[src/rtl/pipes_pkg.sv]
// Shared types for the pipes game datapath: the pipe record stored in
// pipes_list, the frame sequencer state encoding and the playfield defaults.
package pipes_pkg;

    // One pipe: signed left-edge x (may go negative while sliding off screen)
    // and the vertical position of its gap.
    typedef struct packed {
        logic signed [10:0] x;
        logic [9:0]         gap_y;
    } pipe_t;

    typedef enum logic [2:0] {
        ST_IDLE       = 3'd0,
        ST_CLEAR      = 3'd1,
        ST_SPAWN      = 3'd2,
        ST_ITER_START = 3'd3,
        ST_ITER       = 3'd4,
        ST_DONE       = 3'd5
    } sched_state_t;

    localparam int SCREEN_W_DEF = 640;
    localparam int PIPE_W_DEF   = 52;
    localparam int BIRD_X_DEF   = 160;
    localparam int GAP_MIN_DEF  = 80;
    localparam int GAP_MAX_DEF  = 320;
    localparam int CAPACITY_DEF = 16;

endpackage

[src/rtl/pipes_scheduler.sv]
// Per-frame sequencer for pipes_list: on each accepted frame tick it may
// spawn a pipe at the right edge, then walks the list once, scrolling every
// pipe left by speed, dropping pipes that left the screen and pulsing
// score_inc for every pipe that crosses the bird column.
module pipes_scheduler
    import pipes_pkg::*;
#(
    parameter int SCREEN_W = SCREEN_W_DEF,
    parameter int PIPE_W   = PIPE_W_DEF,
    parameter int BIRD_X   = BIRD_X_DEF,
    parameter int GAP_MIN  = GAP_MIN_DEF,
    parameter int GAP_MAX  = GAP_MAX_DEF,
    parameter int CAPACITY = CAPACITY_DEF
) (
    input  logic         clk,
    input  logic         rst_n,
    input  logic         frame_tick,
    input  logic         running,
    input  logic         restart,
    input  logic [3:0]   speed,
    input  logic [7:0]   spawn_period,
    input  logic [9:0]   rand_gap,
    input  logic [4:0]   list_count,
    output logic         list_clear,
    output logic         list_insert_en,
    output pipe_t        list_insert_data,
    output logic         list_iter_start,
    input  logic         list_iter_done,
    input  pipe_t        list_iter_out,
    output pipe_t        list_iter_in,
    output logic         list_iter_remove,
    output logic         busy,
    output logic         frame_done,
    output logic         score_inc,
    output logic         overrun,
    output sched_state_t dbg_state
);

    localparam logic signed [10:0] SPAWN_X = 11'(SCREEN_W);
    localparam logic signed [10:0] OFF_X   = -(11'(PIPE_W));
    localparam logic signed [10:0] BIRD_XS = 11'(BIRD_X);
    localparam logic [9:0]         GAP_LO  = 10'(GAP_MIN);
    localparam logic [9:0]         GAP_HI  = 10'(GAP_MAX);
    localparam logic [4:0]         CAP     = 5'(CAPACITY);

    sched_state_t       state;
    sched_state_t       next_state;
    logic [7:0]         spawn_cnt;
    logic [7:0]         reload_cnt;
    logic [9:0]         gap_clamped;
    logic               elem_valid;
    logic signed [10:0] old_x;
    logic signed [10:0] new_x;
    logic               crossing;

    assign dbg_state = state;

    // Iterate handshake: while in ITER, pipes_list holds list_iter_out valid
    // whenever list_iter_done is low, and this block always accepts it in the
    // same cycle (ready is implicitly 1), returning list_iter_in and
    // list_iter_remove combinationally; pipes_list advances on every such
    // cycle. list_iter_done high means no element is presented that cycle.
    always_comb begin
        elem_valid       = (state == ST_ITER) && !list_iter_done;
        old_x            = list_iter_out.x;
        new_x            = old_x - $signed({7'd0, speed});
        list_iter_in     = '0;
        list_iter_remove = 1'b0;
        crossing         = 1'b0;
        if (elem_valid) begin
            list_iter_in.x     = new_x;
            list_iter_in.gap_y = list_iter_out.gap_y;
            list_iter_remove   = (new_x < OFF_X);
            // A pipe removed in the same step still scores if it crossed.
            crossing           = (old_x >= BIRD_XS) && (new_x < BIRD_XS);
        end
    end

    // Spawn helpers: gap clamp and timer reload (period 0 behaves as 1).
    always_comb begin
        gap_clamped = rand_gap;
        if (rand_gap < GAP_LO) begin
            gap_clamped = GAP_LO;
        end else if (rand_gap > GAP_HI) begin
            gap_clamped = GAP_HI;
        end
        reload_cnt = (spawn_period == 8'd0) ? 8'd0 : spawn_period - 8'd1;
    end

    // Next-state selection; restart aborts from any state.
    always_comb begin
        next_state = state;
        case (state)
            ST_IDLE:       if (frame_tick && running) next_state = ST_SPAWN;
            ST_CLEAR:      next_state = ST_IDLE;
            ST_SPAWN:      next_state = ST_ITER_START;
            ST_ITER_START: next_state = ST_ITER;
            ST_ITER:       if (list_iter_done) next_state = ST_DONE;
            ST_DONE:       next_state = ST_IDLE;
            default:       next_state = ST_IDLE;
        endcase
        if (restart) begin
            next_state = ST_CLEAR;
        end
    end

    // State register, spawn timer and registered outputs decoded from the
    // state being entered, so each pulse lines up with its state cycle.
    always_ff @(posedge clk or negedge rst_n) begin
        if (!rst_n) begin
            state            <= ST_IDLE;
            spawn_cnt        <= 8'd0;
            busy             <= 1'b0;
            list_clear       <= 1'b0;
            list_iter_start  <= 1'b0;
            frame_done       <= 1'b0;
            score_inc        <= 1'b0;
            overrun          <= 1'b0;
            list_insert_en   <= 1'b0;
            list_insert_data <= '0;
        end else begin
            state           <= next_state;
            busy            <= (next_state != ST_IDLE);
            list_clear      <= (next_state == ST_CLEAR);
            list_iter_start <= (next_state == ST_ITER_START);
            frame_done      <= (next_state == ST_DONE);
            score_inc       <= crossing;
            list_insert_en  <= 1'b0;

            if (next_state == ST_CLEAR) begin
                spawn_cnt <= 8'd0;
                overrun   <= 1'b0;
            end else if ((state != ST_IDLE) && frame_tick) begin
                overrun <= 1'b1;
            end

            // Spawn decision uses the inputs of the accepted tick cycle;
            // pipes_list stores the record during the SPAWN cycle. A full
            // list leaves the timer at 0 so the spawn retries next frame.
            if (next_state == ST_SPAWN) begin
                if (spawn_cnt == 8'd0) begin
                    if (list_count < CAP) begin
                        list_insert_en         <= 1'b1;
                        list_insert_data.x     <= SPAWN_X;
                        list_insert_data.gap_y <= gap_clamped;
                        spawn_cnt              <= reload_cnt;
                    end
                end else begin
                    spawn_cnt <= spawn_cnt - 8'd1;
                end
            end
        end
    end

endmodule

[config.mk]
export PLATFORM = sky130hd
export DESIGN_NAME = pipes_scheduler
export DESIGN_NICKNAME = d
export VERILOG_FILES = /design/src/rtl/pipes_pkg.sv /design/src/rtl/pipes_scheduler.sv
export SDC_FILE = /design/constraint.sdc
export NUM_CORES = 1
export LEC_CHECK = 0
export CAP_MARGIN = 20
export CORE_MARGIN = 2
export CORE_UTILIZATION = 30
export DETAILED_ROUTE_END_ITERATION = 16
export PLACE_DENSITY = 0.6
export SKIP_LAST_GASP = 1
export SLEW_MARGIN = 20
export SYNTH_ARGS = -nofsm -noshare
export SYNTH_HDL_FRONTEND = slang
export SYNTH_SLANG_ARGS = --single-unit
[constraint.sdc]
create_clock -name clk -period 6.47 [get_ports clk]
set_input_delay 0.9705 -clock clk [delete_from_list [all_inputs] [get_ports clk]]
set_output_delay 0.9705 -clock clk [all_outputs]
set_load 0.01 [all_outputs]
==> metrics.yaml, run 1 <==
outcome: "finished, final reports clean"
portBuffers: 93
grt_use_total_pct: 14.68
cts.sinks: 29
syn_area_sq_um: 2188
hold_buffers: 0
whs_ns: 0.4768
start_util_pct: 30.50
slowest_stage: "clkdlybuf4s50_1"
avgViaCountPerCell: 4.873
htree_levels: 2
syn_avg_cell_area_sq_um: 8.321
p_leak_nw: 1.302
critPathKind: "in2out"
max-cap-violations: 0
ctsResizeCount: 0
worst_r2r_endpoint: "list_insert_data[0]"
fin_nets: 412
netlist_instances: 263
cpPeakStageDelay_ns: 0.60
synthXorXnorAreaFrac_pct: 6.003
grt_max_degree: 30
synthArstFlopShare_pct: 100.0
yosysWarnings: 0
fmax_ghz: 0.2109
comb_power_share_pct: 39.3
critPathCaptureType: "primary output"
grt_pass1_vias: 2086
cp_cell_sequence: "clkdlybuf4s50_1, inv_1, ha_1, o21ai_0, a21oi_1, or4_1, mux2i_1, a311oi_1, clkdlybuf4s50_1"
hold_depth: 2
cts.clk_slew.worst_paths_ns: 0.06
ant_nets: 0
worstMarginPinSlew_ns: 0.9430
syn_to_final_growth_pct: 47.57
hold_end: "list_insert_data[7]"
start_kind: "primary input"
synth.largest_area_cell: "dfrtp_1"
dp_hpwl_mm: 4.498
intPower_mw: 0.4053
timing.rr.start: "spawn_cnt[2]"
synth_top_cell_area_share_pct: 33.16
num_vias: 2193
drive_gt1_share_pct: 4.274
synth_compound_area_share_pct: 19.27
slew_viol_final: 0
cp.required_ns: 5.50
io_pins: 107
first_pass_iters: 4
wl_per_cell_um: 12.81
path_buf_inv: 3
synth-seq-cells: 29
switching_power_mw: 0.2016
place.gp.congestion: 0.8265
rrSetupSlack_ns: 3.92
synth.distinct_cells: 50
min_from: "list_insert_data[7]"
drcViolationCount: 0
cts-root-buf: "clkbuf_8"
synthMuxAreaShare_pct: 1.429
pwr-share-clk_pct: 24.0
synth_ff_type: "dfrtp_1"
skew_ns: 0.005933
crit_family: "buffers and inverters"
synth_area_leaders: "dfrtp_1 33%, nor2_1 5.0%, ha_1 4.0%"
numCtsBuffers: 5
wirelength_mm: 5.763
switching_share_pct: 33.22
die-width_um: 89.41
ctsLongestPathBuffers: 2
antennaDiodeCount: 0
clk_latency_ns: 0.28
min_period_ns: 4.741
r2r_cells: 5
antenna_found_initial: 0
grt_pass1_wl_mm: 9.225
hold_viol: 0
rows: 31
hp-class: "reg2reg"
rsz0062_at_grt: "false"
setup_viol: 0
drt_iter0_markers: 72
synthAdderAreaFrac_pct: 4.917
synthSimpleGateAreaFrac_pct: 25.84
crit_arrival_ns: 3.77
maxSlewHeadroom_pct: 36.55
min_period_over_period_pct: 73.27
crit_top_cell: "clkdlybuf4s50_1"
fp.dieArea_sq_um: 7993
core-area_sq_um: 7176
synth_edf_count: 0
power.density_nw_per_um2: 187.9
power.total_mw: 0.6069
synth_top_family_by_area: "simple AND/OR/NAND/NOR gates"
setup-tns-final_ns: 0
cts_setup_buffers: 0
cp_max_fo: 6
cts_tree: "built"
grt_overflow: 0
ys_seq_area_share_pct: 33.16
dieHeight_um: 89.41
seqPwrFrac_pct: 36.7
peakVddDrop_mv: 0.05801
[worst register-to-register path: cells and delay by family (launching register included)]
kind             cells  cell delay, ns
AND/OR/NAND/NOR      4            1.81
AO/OA/AOI/OAI        1            0.18
flip-flops           1            0.45
[registers in the layout, indices dropped and copies added, names as in the netlist]
signal            flops
list_insert_en        1
list_insert_data     11
score_inc             1
list_iter_start       1
frame_done            1
spawn_cnt             8
list_clear            1
overrun               1
dbg_state             3
busy                  1
[kinds of logic after synthesis]
group / Yosys count
simple gates: 105
compound gates: 63
buf+inv: 39
flops: 29
xor+xnor: 15
fa+ha+maj: 8
mux: 3
other cells: 1
[cells in the mapped netlist (5+ instances only)]
master,number
clkbuf_1,8
nand2_1,8
xor2_1,5
nor4_1,7
xnor2_1,10
dfrtp_1,29
a31o_1,5
o21ai_0,15
nor3_1,12
and2_0,5
buf_4,10
or3_1,5
and2_1,12
nor2_1,29
ha_1,7
a21oi_1,15
nand3_1,5
nand2b_1,8
inv_1,16
[power groups by stage]
stage               Clock, mW  Combinational, mW  Sequential (mW)
finish                  0.145              0.238            0.223
global route            0.160              0.263            0.227
CTS                     0.152              0.240            0.223
detailed placement          0              0.239            0.226
global placement            0              0.238            0.225
floorplan                   0              0.138            0.232
[cells in the final DEF (no fill, tap or decap), types with 7 or more instances in the layout]
cell	count
a21oi_1	15
o21ai_0	15
nor3_1	12
nor2_1	29
xnor2_1	10
nor4_1	7
inv_1	16
nand2b_1	8
dfrtp_1	29
ha_1	7
nand2_1	8
and2_1	12
conb_1	9
clkdlybuf4s50_1	93
[per-layer routing]
| metal | wire length [um] | global-route usage [%] | share of wire [%] |
|---|---|---|---|
| met1 | 2421 | 16.94 | 42 |
| met2 | 2784 | 25.59 | 48 |
| met3 | 464 | 4.709 | 8.1 |
| met4 | 93 | 5.020 | 1.6 |
| met5 | 0 | 0 | 0 |
[per-stage QoR]
step / area (sq um) / util, % / setup slack, ns / instances
final: 3229 / 45.00 / 1.729 / 450
after global placement: 3143 / 43.80 / 1.796 / 442
after detailed placement: 3143 / 43.80 / 1.771 / 442
after CTS: 3229 / 45.00 / 1.748 / 450
after global routing: 3229 / 45.00 / 1.584 / 450
after floorplan: 2218 / - / 2.831 / 271
[worst max path at each step]
stage | cells after the start | slack (ns) | end | from
global route | 9 | 1.58 | list_iter_remove | speed[2]
global placement | 9 | 1.80 | list_iter_remove | speed[2]
CTS | 9 | 1.75 | list_iter_remove | speed[2]
detailed placement | 9 | 1.77 | list_iter_remove | speed[2]
floorplan | 7 | 2.83 | list_iter_remove | speed[2]
finish | 9 | 1.73 | list_iter_remove | speed[2]
[area by class of cell]
type	count	area (sq um)
Sequential cell	29	725.7
Tap cell	99	123.9
Clock inverter	3	17.52
Timing Repair Buffer	94	938.4
Fill cell	722	3946
Inverter	17	63.81
Clock buffer	5	68.82
Multi-Input combinational cell	203	1291
Note: power is estimated with default switching activity, not from simulation.
==> inputs of run 2 (changes only) <==
- clock period: 6.47 -> 4.9 ns (I/O delays scaled with it)
==> run 2 against run 1 <==
Wire length up 2.0%. Global-route usage up 0.49 points. Sequential share of layout area down 0.24 points. Clock-buffer cell count up 2. Combinational power up 35%. First-iteration DRC count down 13%. Clock skew up 0.00056 ns. Critical endpoint unchanged. Largest cell class unchanged. Highest routed layer unchanged.
==> metrics.yaml, run 2 (synthesis gave the netlist of run 1 again) <==
whs_ns: 0.4779  # was 0.4768 ns
ctsLongestPathBuffers: 2  # unchanged
fin_area_sq_um: 3264  # was 3229 sq um
hold_buffers: 0  # unchanged
placedCellCount: 442  # unchanged
intPower_mw: 0.6064  # was 0.4053 mW
htree_levels: 2  # unchanged
r2r_cells: 5  # unchanged
syn_to_final_growth_pct: 49.17  # was 47.57%
cpPeakStageDelay_ns: 0.60  # about the same
hp-class: "reg2reg"  # unchanged
critPathCaptureType: "primary output"  # unchanged
regMostFlops: "list_insert_data"  # unchanged
avgViaCountPerCell: 4.814  # was 4.873
switching_share_pct: 30.15  # was 33.22%
slowest_stage: "clkdlybuf4s50_1"  # unchanged
grt_overflow: 0  # unchanged
portBuffers: 93  # unchanged
first_pass_iters: 4  # unchanged
cts-root-buf: "clkbuf_8"  # unchanged
place_ws_ns: 0.7010  # was 1.771 ns
antennaDiodeCount: 0  # unchanged
seqPwrFrac_pct: 33.9  # was 36.7%
layout_commonest_cell: "clkdlybuf4s50_1"  # unchanged
place.gp.congestion: 0.8289  # was 0.8265
fmax_ghz: 0.2357
fin_nets: 413  # was 412
cts.clk_slew.worst_paths_ns: 0.06  # about the same
rrSetupSlack_ns: 2.35  # was 3.92 ns
numCtsBuffers: 5  # unchanged
outcome: "finished, final reports clean"  # unchanged
num_vias: 2171  # was 2,193
cp.required_ns: 4.16  # was 5.50 ns
cp_max_fo: 4  # was 6
timing.rr.start: "spawn_cnt[2]"  # unchanged
switching_power_mw: 0.2617  # was 0.2016 mW
wl_per_cell_um: 13.04  # was 12.81 um
setup_slack_ns: 0.6574  # was 1.729 ns
hold_viol: 0  # unchanged
worst_r2r_endpoint: "list_insert_data[0]"  # unchanged
start_kind: "primary input"  # unchanged
cts_setup_buffers: 0  # unchanged
power.total_mw: 0.8682  # was 0.6069 mW
min_period_ns: 4.243
layoutNonFillerInstCount: 451  # was 450
final_util_pct: 45.49  # was 45.00%
peakVddDrop_mv: 0.1164  # was 0.05801 mV
drt_iter0_markers: 63  # was 72
slew_viol_final: 0  # unchanged
dpl-instance-area_sq_um: 3143  # unchanged
core-area_sq_um: 7176  # unchanged
clk_latency_ns: 0.27  # was 0.28 ns
grt_max_degree: 30  # unchanged
ant_nets: 0  # unchanged
setup-tns-final_ns: 0  # unchanged
wirelength_mm: 5.879  # was 5.763 mm
rsz0062_at_grt: "false"  # unchanged
hold_depth: 2  # unchanged
grt_pass1_wl_mm: 9.542  # was 9.225 mm
min_period_over_period_pct: 86.58
dieHeight_um: 89.41  # unchanged
setup_viol: 0  # unchanged
largest_reg_flops: 11  # unchanged
cts_tree: "built"  # unchanged
start_util_pct: 30.50  # unchanged
comb_power_share_pct: 37.0  # was 39.3%
io_pins: 107  # unchanged
fp.dieArea_sq_um: 7993  # unchanged
cts.sinks: 29  # unchanged
crit_arrival_ns: 3.51  # was 3.77 ns
drive_gt1_share_pct: 4.261  # was 4.274%
crit_top_cell: "clkdlybuf4s50_1"  # unchanged
die-width_um: 89.41  # unchanged
ctsResizeCount: 0  # unchanged
dp_hpwl_mm: 4.633  # was 4.498 mm
mostFrequentLayoutCells: "93 x clkdlybuf4s50_1, 29 x nor2_1, 29 x dfrtp_1"  # unchanged
power.density_nw_per_um2: 266.0  # was 187.9 nW/um^2
rows: 31  # unchanged
p_leak_nw: 1.321  # was 1.302 nW
antenna_found_initial: 0  # unchanged
max-cap-violations: 0  # unchanged
cp_cell_sequence: "clkdlybuf4s50_1, inv_1, ha_1, fa_1, nand2b_1, a21oi_1, xor2_1, o2111ai_1, a311oi_1, clkdlybuf4s50_1"  # was clkdlybuf4s50_1, inv_1, ha_1, o21ai_0, a21oi_1, or4_1, mux2i_1, a311oi_1, clkdlybuf4s50_1
cp-endpoint: "list_iter_remove"  # unchanged
worstMarginPinSlew_ns: 0.6991  # was 0.9430 ns
grt_pass1_vias: 2086  # unchanged
critPathKind: "in2out"  # unchanged
maxSlewHeadroom_pct: 53.08  # was 36.55%
skew_ns: 0.006497  # was 0.005933 ns
pwr-share-clk_pct: 29.0  # was 24.0%
grt_use_total_pct: 15.17  # was 14.68%
drcViolationCount: 0  # unchanged
cp-startpoint: "list_iter_out[10]"  # was speed[2]
[run 2: changes by cell type in the layout (fill, tap and decap cells not counted), sizes merged]
cell      before  now
clkbuf         5    8
bufinv         0    1
clkinvlp       1    0
clkinv         3    1
[run 2: power groups by stage]
stage	combinational [mW]	sequential, mW	clock [mW]
after floorplan	0.182	0.306	0
after global routing	0.353	0.299	0.273
after global placement	0.314	0.298	0
after CTS	0.319	0.295	0.261
final	0.322	0.295	0.252
after detailed placement	0.318	0.298	0
[run 2: worst min-delay path by stage]
| stage | startpoint | to | slack, ns |
|---|---|---|---|
| final | list_insert_data[7] | list_insert_data[7] | 0.48 |
| after global routing | list_insert_data[7] | list_insert_data[7] | 0.50 |
| after CTS | list_insert_data[7] | list_insert_data[7] | 0.48 |
| after detailed placement | list_insert_data[7] | list_insert_data[7] | 0.46 |
| after global placement | list_insert_data[7] | list_insert_data[7] | 0.45 |
| after floorplan | rst_n | busy | 0.44 |
[run 2: final cells by class]
cell class	count	area [sq um]
timing repair buffer	95	943.4
inverter	17	63.81
tap	99	123.9
sequential	29	725.7
fill	716	3911
multi-input combinational	203	1291
clock buffer	7	86.33
clock inverter	1	30.03
[run 2: metal layers]
metal  global-route usage, %  wire [um]  vias up
met5                       0          0        -
met4                   4.478         63        0
met3                   4.524        403        4
met2                   26.67       2843       74
met1                   17.83       2568     1001
li1                        -          -     1092
[run 2: worst max-delay path, delay by kind of cell]
family,cells,cell delay [ns]
xor gates and xnor gates,1,0.22
and+or+nand+nor,1,0.18
buffers and inverters,3,1.09
AOI/OAI and AO/OA,3,0.65
adders and majority gates,2,0.64
